File: config.mk
export PLATFORM = sky130hd
export DESIGN_NAME = display_sched
export DESIGN_NICKNAME = d
export VERILOG_FILES = /design/src/rtl/display_pkg.sv /design/src/rtl/bin2bcd_seq.sv /design/src/rtl/display_sched.sv
export SDC_FILE = /design/constraint.sdc
export NUM_CORES = 1
export LEC_CHECK = 0
export CORE_UTILIZATION = 55
export CTS_CLUSTER_SIZE = 8
export DETAILED_ROUTE_END_ITERATION = 10
export GPL_TIMING_DRIVEN = 0
export PLACE_DENSITY = 0.79
export SLEW_MARGIN = 20
export SYNTH_ARGS = -nofsm -noshare
export SYNTH_HDL_FRONTEND = slang
export SYNTH_SLANG_ARGS = --single-unit
File: constraint.sdc
create_clock -name clk -period 6.15 [get_ports clk]
set_input_delay 1.23 -clock clk [delete_from_list [all_inputs] [get_ports clk]]
set_output_delay 1.23 -clock clk [all_outputs]
set_load 0.005 [all_outputs]
File: src/rtl/display_pkg.sv
// Shared types and 7-segment codes for the display scheduler.
// Segment bit order is {g,f,e,d,c,b,a}, active low.
package display_pkg;

  typedef enum logic [1:0] {IDLE, CONV, LOAD, SHOW} state_e;

  localparam logic [6:0] SEG_0    = 7'b1000000;
  localparam logic [6:0] SEG_1    = 7'b1111001;
  localparam logic [6:0] SEG_2    = 7'b0100100;
  localparam logic [6:0] SEG_3    = 7'b0110000;
  localparam logic [6:0] SEG_4    = 7'b0011001;
  localparam logic [6:0] SEG_5    = 7'b0010010;
  localparam logic [6:0] SEG_6    = 7'b0000010;
  localparam logic [6:0] SEG_7    = 7'b1011000;
  localparam logic [6:0] SEG_8    = 7'b0000000;
  localparam logic [6:0] SEG_9    = 7'b0010000;
  localparam logic [6:0] SEG_DASH = 7'b0111111;

  function automatic logic [6:0] seg7(input logic [3:0] d);
    case (d)
      4'd0:    seg7 = SEG_0;
      4'd1:    seg7 = SEG_1;
      4'd2:    seg7 = SEG_2;
      4'd3:    seg7 = SEG_3;
      4'd4:    seg7 = SEG_4;
      4'd5:    seg7 = SEG_5;
      4'd6:    seg7 = SEG_6;
      4'd7:    seg7 = SEG_7;
      4'd8:    seg7 = SEG_8;
      4'd9:    seg7 = SEG_9;
      default: seg7 = SEG_DASH;
    endcase
  endfunction

endpackage

File: src/rtl/bin2bcd_seq.sv
// Sequential double-dabble: one shift-add-3 step per cycle, W cycles per value.
// done is high during the cycle whose edge performs the final shift.
module bin2bcd_seq #(
  parameter int W = 10
) (
  input  logic         clk,
  input  logic         rst_n,
  input  logic         start,
  input  logic [W-1:0] bin,
  output logic         done,
  output logic [15:0]  bcd
);

  localparam int CW = $clog2(W + 1);

  logic [W-1:0]  bin_q;
  logic [15:0]   bcd_q;
  logic [CW-1:0] cnt_q;
  logic [15:0]   adj;

  always_comb begin
    adj = bcd_q;
    for (int i = 0; i < 4; i++)
      if (bcd_q[i*4 +: 4] >= 4'd5) adj[i*4 +: 4] = bcd_q[i*4 +: 4] + 4'd3;
  end

  always_ff @(posedge clk or negedge rst_n) begin
    if (!rst_n) begin
      bin_q <= '0;
      bcd_q <= '0;
      cnt_q <= '0;
    end else if (start) begin
      bin_q <= bin;
      bcd_q <= '0;
      cnt_q <= CW'(W);
    end else if (cnt_q != '0) begin
      bcd_q <= {adj[14:0], bin_q[W-1]};
      bin_q <= bin_q << 1;
      cnt_q <= cnt_q - 1'b1;
    end
  end

  assign done = (cnt_q == CW'(1));
  assign bcd  = bcd_q;

endmodule

File: src/rtl/display_sched.sv
// Round-robin time-sharing of a 4-digit 7-segment display between NSRC sources:
// grant, sequential BCD conversion, registered decode, then hold for DWELL cycles.
module display_sched
  import display_pkg::*;
#(
  parameter int NSRC  = 2,
  parameter int W     = 10,
  parameter int DWELL = 50
) (
  input  logic              clk,
  input  logic              rst_n,
  input  logic [NSRC-1:0]   req,
  input  logic [NSRC*W-1:0] val,
  output logic [NSRC-1:0]   grant,
  output logic              busy,
  output logic [2:0]        cur_src,
  output logic [6:0]        display0,
  output logic [6:0]        display1,
  output logic [6:0]        display2,
  output logic [6:0]        display3
);

  localparam int CW = (DWELL > 0) ? $clog2(DWELL + 1) : 1;
  localparam logic [CW-1:0] DW_LAST = CW'((DWELL > 0) ? DWELL - 1 : 0);

  state_e          state_q, state_d;
  logic [2:0]      ptr_q, ptr_d, cur_q, cur_d;
  logic [NSRC-1:0] grant_q, grant_d;
  logic [CW-1:0]   dw_q, dw_d;
  logic [3:0][6:0] disp_q, disp_d;

  logic [7:0]      req_ext;
  logic [3:0]      idx;
  logic [2:0]      sel;
  logic            found;
  logic [W-1:0]    sel_val;
  logic            start, done;
  logic [15:0]     bcd;

  // First requester at or after ptr; walking downward lets the nearest one win.
  always_comb begin
    req_ext = '0;
    req_ext[NSRC-1:0] = req;
    sel   = '0;
    found = 1'b0;
    idx   = '0;
    for (int i = NSRC - 1; i >= 0; i--) begin
      idx = 4'(ptr_q) + 4'(i);
      if (idx >= 4'(NSRC)) idx = idx - 4'(NSRC);
      if (req_ext[idx[2:0]]) begin
        sel   = idx[2:0];
        found = 1'b1;
      end
    end
  end

  always_comb begin
    sel_val = '0;
    for (int i = 0; i < NSRC; i++)
      if (sel == 3'(i)) sel_val = val[i*W +: W];
  end

  always_comb begin
    state_d = state_q;
    ptr_d   = ptr_q;
    cur_d   = cur_q;
    grant_d = '0;
    dw_d    = dw_q;
    disp_d  = disp_q;
    start   = 1'b0;
    case (state_q)
      IDLE: if (found) begin
        start = 1'b1;
        for (int i = 0; i < NSRC; i++) grant_d[i] = (sel == 3'(i));
        cur_d   = sel;
        ptr_d   = (sel == 3'(NSRC - 1)) ? 3'd0 : sel + 3'd1;
        state_d = CONV;
      end
      CONV: if (done) state_d = LOAD;
      LOAD: begin
        for (int d = 0; d < 4; d++) disp_d[d] = seg7(bcd[d*4 +: 4]);
        state_d = (DWELL == 0) ? IDLE : SHOW;
      end
      SHOW: begin
        if (dw_q == DW_LAST) begin
          dw_d    = '0;
          state_d = IDLE;
        end else begin
          dw_d = dw_q + 1'b1;
        end
      end
      default: state_d = IDLE;
    endcase
  end

  always_ff @(posedge clk or negedge rst_n) begin
    if (!rst_n) begin
      state_q <= IDLE;
      ptr_q   <= '0;
      cur_q   <= '0;
      grant_q <= '0;
      dw_q    <= '0;
      disp_q  <= {4{SEG_DASH}};
    end else begin
      state_q <= state_d;
      ptr_q   <= ptr_d;
      cur_q   <= cur_d;
      grant_q <= grant_d;
      dw_q    <= dw_d;
      disp_q  <= disp_d;
    end
  end

  bin2bcd_seq #(.W(W)) u_conv (
    .clk   (clk),
    .rst_n (rst_n),
    .start (start),
    .bin   (sel_val),
    .done  (done),
    .bcd   (bcd)
  );

  assign grant    = grant_q;
  assign busy     = (state_q != IDLE);
  assign cur_src  = cur_q;
  assign display0 = disp_q[0];
  assign display1 = disp_q[1];
  assign display2 = disp_q[2];
  assign display3 = disp_q[3];

endmodule

==> flow_summary.toml, run 1 <==
[clock_network]
clock_latency_ns = 0.35
ctsResizeCount = 0
tritoncts = "built"
htree_levels = 3
hold_buffers = 0
post_cts_buffers = 0
cts_buffers = 9
root_buffer = "clkbuf_8"
clock_path_buffers = 2
clkSinkCount = 74
clk_pin_slew_worst_paths_ns = 0.07

[drt]
ant_nets = 0
via_per_inst = 5.50
totalWireLength_um = 9640
initialDrtViolationCount = 158
dr.pass1.iters = 4
drcViolationCount = 0
vias = 3586
wl_per_cell_um = 14.8

[pwr]
powerDensity_nw_per_um2 = 531
finalPower_mw = 2.95
p_leak_nw = 2.47
vdd_drop_max_mv = 0.237

[grt]
grt-ovfl-total = 0
grt_max_degree = 59
grt_first_pass_wirelength_um = 16400
antenna_found_initial = 0
grt_pass1_vias = 3537
gr-usage-all-layers = 0.240

[critical_path]
slowest_delay_ns = 0.54
crit_fanout = 6
r2r-end = "u_conv.bcd[6]$_DFFE_PN0P_"
r2r_cells = 11
end_kind = "primary output"
required_ns = 4.92
r2r_start = "ptr_q[0]$_DFFE_PN0P_"
worstPathArrival_ns = 1.86
cpMostUsedCell = "inv_1"
startpoint_type = "flip-flop"
crit_chain = "inv_1 > ha_1 > inv_1 > clkdlybuf4s50_1"
crit_buf_inv = 3
critPathTopFamily = "buffers and inverters"
r2r_slack_ns = 3.27
crit_type = "reg2out"
critPathSlowestCell = "clkdlybuf4s50_1"

[synthesis]
synth-async-reset-ratio = 1.00
syn_area_um2 = 4610
syn_inst = 473
synth_top_area_share = 0.271
ys_types = 53
ys_ff_latch = 74
yosys_warnings = 0
ys.flop_type = "dfrtp_1"
synth.most_common_cell = "dfrtp_1"
syn_area_per_cell_um2 = 9.75
yosys-top-cells-area = "dfrtp_1, dfstp_2, ha_1"
synth_common_cells = "dfrtp_1, nand2_1, inv_1"
synth_largest_area_cell = "dfrtp_1"
syn_nets = 535
seq_area_frac_synth = 0.408
synth_edf_count = 0

[place]
place_ws_ns = 3.14
place_hpwl_um = 6920
port_buffers = 57
finalWeightedCongestion = 0.785

[timing]
worstMarginPinSlew_ns = 0.720
maxSlewHeadroom = 0.520
skew_ns = 0.0119
hold_viol_final = 0
drv_slew = 0
rsz0062_at_grt = "no"
hold-worst-slack_ns = 0.482
final.setup.tns_ns = 0
setup_ws_ns = 3.06
fin_crit_ns = 3.09
period_share = 0.503
finalSetupViolCount = 0
max_freq_ghz = 0.323

[floorplanning]
fp.coreArea_um2 = 8180
initial_utilization = 0.564
die_width_um = 93.5
die_y_um = 93.5
die_area_um2 = 8750
core.rowCount = 33
ioPinCount = 58

[layout]
fill_cells = 646
drive_above_1_share = 0.150
ff_latch_area_um2 = 1880
nets = 604
multi_input_area_um2 = 2450
areaGrowthSynthToFinish_pct = 20.6
n_antenna_cell = 0

[status]
status = "complete, no violations"

[flow_run]
max_cap_violations = 0

[worst_hold_path]
worstHoldStart = "display3[4]$_DFFE_PN1P_"
hold_end = "display3[4]$_DFFE_PN1P_"
hp-class = "reg2reg"
min_path_cells = 2
## routing by layer
layer	wire length, µm	global-route usage	share of wire
met1	4250	0.296	0.44
met2	4780	0.402	0.50
met3	401	0.0358	0.042
met4	202	0.131	0.021
met5	0	0	0
## sequential cells by signal (all words and copies together), names as in the netlist
| signal | cells |
|---|---|
| u_conv.bcd | 16 |
| u_conv.bin_q | 10 |
| display0 | 7 |
| display1 | 7 |
| display2 | 7 |
| display3 | 7 |
| dw_q | 6 |
| u_conv.cnt_q | 4 |
| cur_src | 3 |
| ptr_q | 3 |
| grant | 2 |
| state_q | 2 |
## logic make-up (layout without fill, tap and decap cells)
kind of cell | after synthesis | after routing | share of synthesized area
AND/OR/NAND/NOR | 126 | 126 | 0.134
buffers and inverters | 68 | 142 | 0.0608
multiplexers | 38 | 38 | 0.0855
flip-flops | 74 | 74 | 0.408
AO/OA/AOI/OAI | 120 | 120 | 0.192
adder cells (fa/ha/maj) | 38 | 38 | 0.103
XOR/XNOR | 9 | 9 | 0.0171
## per-stage QoR
| stage | std cells | instance area (µm²) | util |
|---|---|---|---|
| finish | 652 | 5560 | 0.680 |
| global route | 652 | 5560 | 0.680 |
| CTS | 652 | 5560 | 0.680 |
| detailed placement | 636 | 5340 | 0.653 |
| global placement | 635 | 5310 | 0.650 |
| floorplan | 473 | 4610 | - |
## final cells by class
| cell class | instances | area share |
|---|---|---|
| Buffer | 25 | 0.0214 |
| Clock buffer | 13 | 0.0322 |
| Clock inverter | 3 | 0.00810 |
| Inverter | 43 | 0.0290 |
| Multi-Input combinational cell | 331 | 0.440 |
| Sequential cell | 74 | 0.338 |
| Tap cell | 105 | 0.0236 |
| Timing Repair Buffer | 58 | 0.107 |
## worst reg2reg max path: stages, from the launching register on
cell,delay [ns]
dfrtp_1,0.44
buf_4,0.21
buf_2,0.27
buf_2,0.29
inv_1,0.12
ha_1,0.22
nor4b_2,0.24
inv_2,0.11
a211o_4,0.38
nand2_1,0.12
buf_2,0.26
a21oi_1,0.09
## how the worst max path moves through the flow
stage | start | to | slack [ns] | cells after the start
floorplan | ptr_q[0]$_DFFE_PN0P_ | u_conv.bin_q[4]$_DFFE_PN0P_ | 3.63 | 11
global placement | rst_n | ptr_q[1]$_DFFE_PN0P_ | 1.37 | 1
global route | state_q[0]$_DFFE_PN0P_ | busy | 2.94 | 4
finish | state_q[0]$_DFFE_PN0P_ | busy | 3.06 | 4
CTS | state_q[0]$_DFFE_PN0P_ | busy | 3.04 | 4
detailed placement | req[0] | u_conv.cnt_q[2]$_DFFE_PN0P_ | 3.14 | 7
## placed cells by master, fill, tap and decap left out, types with 2 or more instances in the layout
cell	n
nand4_1	2
and2_1	5
nand2_1	42
nor2_1	30
xnor2_1	8
o21ai_0	28
nor3_1	5
a21oi_1	33
buf_1	3
buf_2	5
inv_1	41
nand2b_1	9
a21o_1	4
mux2_2	8
nor2b_1	13
and3_1	3
o22ai_1	2
dfrtp_1	50
o221ai_1	6
nand3_1	6
a221oi_2	9
buf_6	2
clkinvlp_4	2
a211oi_2	6
nor3b_1	3
clkdlybuf4s50_1	56
dfstp_2	24
clkbuf_1	14
mux2i_1	29
o211ai_1	8
a211oi_1	11
ha_1	38
clkbuf_8	13
buf_4	2
a31oi_1	4
## report_power, final
| part | switching [mW] | internal (mW) | total, mW |
|---|---|---|---|
| sequential | 0.170 | 0.767 | 0.937 |
| combinational | 0.844 | 0.754 | 1.60 |
| clock | 0.184 | 0.232 | 0.416 |
| total | 1.20 | 1.75 | 2.95 |
No activity file was read; power rests on OpenSTA's default activity.
==> run 2: changes to the inputs <==
--- a/config.mk
+++ b/config.mk
@@ -5,11 +5,11 @@
 export SDC_FILE = /design/constraint.sdc
 export NUM_CORES = 1
 export LEC_CHECK = 0
-export CORE_UTILIZATION = 55
+export CORE_UTILIZATION = 51
 export CTS_CLUSTER_SIZE = 8
 export DETAILED_ROUTE_END_ITERATION = 10
 export GPL_TIMING_DRIVEN = 0
-export PLACE_DENSITY = 0.79
+export PLACE_DENSITY = 0.77
 export SLEW_MARGIN = 20
 export SYNTH_ARGS = -nofsm -noshare
 export SYNTH_HDL_FRONTEND = slang
==> constraint.sdc (replaced) <==
create_clock -name clk -period 2.7 [get_ports clk]
set_input_delay 0.54 -clock clk [delete_from_list [all_inputs] [get_ports clk]]
set_output_delay 0.54 -clock clk [all_outputs]
set_load 0.005 [all_outputs]
==> flow_summary.toml, run 2 (synthesized netlist as in run 1, its figures left out) <==
[floorplanning]
core.rowCount = 34
die_width_um = 97.1
die_y_um = 97.1
initial_utilization = 0.529
die_area_um2 = 9420
ioPinCount = 58
fp.coreArea_um2 = 8720

[place]
finalWeightedCongestion = 0.879
place_ws_ns = -0.125
dpl_cell_area_um2 = 5340
place_hpwl_um = 6830
port_buffers = 57

[pwr]
powerDensity_nw_per_um2 = 1180
vdd_drop_max_mv = 0.533
p_leak_nw = 2.44
finalPower_mw = 6.49

[flow_run]
max_cap_violations = 0

[grt]
grt_first_pass_wirelength_um = 15800
gr-usage-all-layers = 0.205
antenna_found_initial = 0
grt_pass1_vias = 3507
grt_max_degree = 58
grt-ovfl-total = 0

[layout]
largest_register_ffs = 16
fill_cells = 700
areaGrowthSynthToFinish_pct = 19.4
drive_above_1_share = 0.143
final_common_cell = "clkdlybuf4s50_1"
fin_util = 0.631
design_area_um2 = 5500
mostFrequentLayoutCells = "clkdlybuf4s50_1, dfrtp_1, nand2_1"
n_antenna_cell = 0
nets = 602

[timing]
worstMarginPinSlew_ns = 0.660
hold_viol_final = 0
maxSlewHeadroom = 0.560
fin_crit_ns = 2.44
skew_ns = 0.00944
setup_ws_ns = 0.264
max_freq_ghz = 0.411
rsz0062_at_grt = "no"
period_share = 0.902
final.setup.tns_ns = 0
drv_slew = 0
finalSetupViolCount = 0

[clock_network]
clock_path_buffers = 2
post_cts_buffers = 0
htree_levels = 3
hold_buffers = 0
tritoncts = "built"
clk_pin_slew_worst_paths_ns = 0.08
root_buffer = "clkbuf_8"
ctsResizeCount = 0
clock_latency_ns = 0.35
clkSinkCount = 74
cts_buffers = 9

[worst_hold_path]
hp-class = "in2async"

[drt]
totalWireLength_um = 9250
drcViolationCount = 0
initialDrtViolationCount = 146
via_per_inst = 5.52
ant_nets = 0
dr.pass1.iters = 4
wl_per_cell_um = 14.2
vias = 3606

[critical_path]
startpoint_type = "flip-flop"
crit_fanout = 28
r2r_slack_ns = 0.26
required_ns = 2.92
worstPathArrival_ns = 2.65
crit_type = "reg2reg"
end_kind = "flip-flop"

[status]
status = "complete, no violations"
## run 2: cell types whose count changed in the layout (fill, tap and decap cells not counted)
cell        previous run  this run
bufinv_16              1         0
buf_2                  5         3
clkinv_2               0         3
clkinvlp_4             2         0
clkbuf_8              13        11
clkbuf_1              14        16
## run 2: worst max-delay path: stages, from the launching register on
cell and delay, ns:
dfrtp_1 0.44, buf_4 0.35, inv_1 0.13, ha_1 0.22
nor4b_2 0.24, inv_2 0.11, a211o_4 0.37, buf_6 0.16
a211oi_2 0.24, a221oi_2 0.05
## run 2: area by class of cell
cell class	count	area, µm²	share of cell area
multi-input combinational	331	2450	0.445
sequential	74	1880	0.342
timing repair buffer	58	596	0.108
inverter	43	161	0.0293
clock buffer	13	159	0.0289
tap	108	135	0.0246
buffer	23	109	0.0198
clock inverter	3	15.0	0.00273
## run 2: per-layer routing
metal,part of all wire,vias up,track usage
met2,0.48,104,0.355
met1,0.46,1717,0.256
met5,0,-,0
met3,0.041,12,0.0288
li1,-,1773,-
met4,0.018,0,0.0861
## run 2: path summary, 6_finish.rpt
| path | start | endpoint | cells past startpoint |
|---|---|---|---|
| worst max-delay path | ptr_q[0]$_DFFE_PN0P_ | u_conv.bin_q[8]$_DFFE_PN0P_ | 9 |
| worst min-delay path | rst_n | display1[6]$_DFFE_PN0P_ | 1 |
| worst max register to register | ptr_q[0]$_DFFE_PN0P_ | u_conv.bin_q[8]$_DFFE_PN0P_ | 9 |
| worst min register to register | display2[4]$_DFFE_PN1P_ | display2[4]$_DFFE_PN1P_ | 2 |
| max in group asynchronous | rst_n | display3[2]$_DFFE_PN1P_ | 2 |
| min in group clk | display2[4]$_DFFE_PN1P_ | display2[4]$_DFFE_PN1P_ | 2 |
## run 2: power breakdown
part	switching [mW]	internal (mW)
registers	0.380	1.75
clock network	0.400	0.380
logic	1.88	1.70
total	2.66	3.83
## run 2: through the flow
stage / cells / hold slack (ns)
2_1_floorplan: 473 / 0.244
3_3_place_gp: 638 / 0.458
3_5_place_dp: 639 / 0.436
4_1_cts: 653 / 0.0572
5_1_grt: 653 / 0.0709
6_report: 653 / 0.0599
==> run 3: changes to the inputs <==
--- a/config.mk
+++ b/config.mk
@@ -9,8 +9,10 @@
 export CTS_CLUSTER_SIZE = 8
 export DETAILED_ROUTE_END_ITERATION = 10
 export GPL_TIMING_DRIVEN = 0
+export HOLD_SLACK_MARGIN = 0.06
 export PLACE_DENSITY = 0.77
 export SLEW_MARGIN = 20
 export SYNTH_ARGS = -nofsm -noshare
 export SYNTH_HDL_FRONTEND = slang
 export SYNTH_SLANG_ARGS = --single-unit
+export TNS_END_PERCENT = 5
==> flow_summary.toml, run 3 (synthesized netlist as in run 1, its figures left out) <==
[drt]
totalWireLength_um = 9220
wl_per_cell_um = 14.1
initialDrtViolationCount = 149
dr.pass1.iters = 4
vias = 3604
via_per_inst = 5.51
drcViolationCount = 0
ant_nets = 0

[clock_network]
post_cts_buffers = 0
clock_latency_ns = 0.35
clkSinkCount = 74
tritoncts = "built"
root_buffer = "clkbuf_8"
clk_pin_slew_worst_paths_ns = 0.08
cts_buffers = 9
clock_path_buffers = 2
htree_levels = 3

[grt]
antenna_found_initial = 0
gr-usage-all-layers = 0.205
grt-ovfl-total = 0
grt_first_pass_wirelength_um = 15800
grt_max_degree = 58
grt_pass1_vias = 3507

[flow_run]
max_cap_violations = 0

[timing]
fin_crit_ns = 2.44
max_freq_ghz = 0.410
worstMarginPinSlew_ns = 0.657
drv_slew = 0
period_share = 0.903
skew_ns = 0.0108
rsz0062_at_grt = "no"
finalSetupViolCount = 0
hold_viol_final = 0
setup_ws_ns = 0.261
maxSlewHeadroom = 0.562

[layout]
mostFrequentLayoutCells = "clkdlybuf4s50_1, dfrtp_1, nand2_1"
fin_cells = 654
largest_register_ffs = 16
fin_util = 0.632
final_common_cell = "clkdlybuf4s50_1"
multi_input_area_um2 = 2450
ff_latch_area_um2 = 1880
fill_cells = 699
n_antenna_cell = 0
nets = 603
drive_above_1_share = 0.143
areaGrowthSynthToFinish_pct = 19.6

[critical_path]
crit_type = "reg2reg"
crit_fanout = 28
end_kind = "flip-flop"
required_ns = 2.92
worstPathArrival_ns = 2.66
startpoint_type = "flip-flop"

[status]
status = "complete, no violations"

[pwr]
powerDensity_nw_per_um2 = 1180
p_leak_nw = 2.45
vdd_drop_max_mv = 0.533

[floorplanning]
die_width_um = 97.1
core.rowCount = 34
die_area_um2 = 9420
fp.coreArea_um2 = 8720
die_y_um = 97.1
ioPinCount = 58
initial_utilization = 0.529

[place]
finalWeightedCongestion = 0.879
port_buffers = 57
place_ws_ns = -0.125
place_hpwl_um = 6830
dpl.cell_count = 639

[worst_hold_path]
hp-class = "reg2reg"
[run 3: changes by cell type in the layout (fill, tap and decap cells not counted), sizes merged]
cell and change:
dlygate4sd3 +1
[run 3: path summary, 6_finish.rpt]
kind / startpoint / endpoint / slack, ns / cells past startpoint
min reg2reg: display2[4]$_DFFE_PN1P_ / display2[4]$_DFFE_PN1P_ / 0.47 / 2
max in group asynchronous: rst_n / display3[2]$_DFFE_PN1P_ / 1.50 / 3
max reg2reg: ptr_q[0]$_DFFE_PN0P_ / u_conv.bin_q[8]$_DFFE_PN0P_ / 0.26 / 9
min in group asynchronous: rst_n / display1[6]$_DFFE_PN0P_ / 0.61 / 2
min: display2[4]$_DFFE_PN1P_ / display2[4]$_DFFE_PN1P_ / 0.47 / 2
max: ptr_q[0]$_DFFE_PN0P_ / u_conv.bin_q[8]$_DFFE_PN0P_ / 0.26 / 9
[run 3: area by class of cell]
type,instances,share of cell area
multi-input cells,331,0.444
clock buffers,13,0.0288
repair buffers,59,0.110
plain buffers,23,0.0197
flip-flops and latches,74,0.341
well taps,108,0.0245
clock inverters,3,0.00272
inverters,43,0.0293
[run 3: per-stage QoR]
| step | area, µm² | total power [mW] | hold slack [ns] | TNS, ns |
|---|---|---|---|---|
| 2_1_floorplan | 4610 | 4.62 | 0.244 | 0 |
| 3_3_place_gp | 5320 | 5.60 | 0.458 | -84.83 |
| 3_5_place_dp | 5340 | 5.75 | 0.436 | -3.08 |
| 4_1_cts | 5510 | 6.53 | 0.475 | 0 |
| 5_1_grt | 5510 | 7.07 | 0.503 | 0 |
| 6_report | 5510 | 6.49 | 0.468 | 0 |
[run 3: what timing repair did]
item                       in CTS  in global routing
gates resized for setup         0                  0
hold endpoints to repair        2                  0
hold buffers                    1                  0
setup endpoints to repair      32                  0
[run 3: report_power, final]
group	internal (mW)	switching (mW)	leakage, nW
sequential	1.75	0.380	0.872
clock	0.380	0.400	0.0932
combinational	1.71	1.87	1.48
[run 3: worst max-delay path, stage by stage (launching register included)]
cell and delay, ns:
dfrtp_1 0.44, buf_4 0.35, inv_1 0.13, ha_1 0.22, nor4b_2 0.24, inv_2 0.10
a211o_4 0.37, buf_6 0.16, a211oi_2 0.24, a221oi_2 0.05
[run 3: layer usage]
layer / up-vias / part of all wire / GRT usage
li1: 1780 / - / -
met1: 1724 / 0.46 / 0.256
met2: 89 / 0.48 / 0.355
met3: 11 / 0.038 / 0.0281
met4: 0 / 0.015 / 0.0861
met5: - / 0 / 0
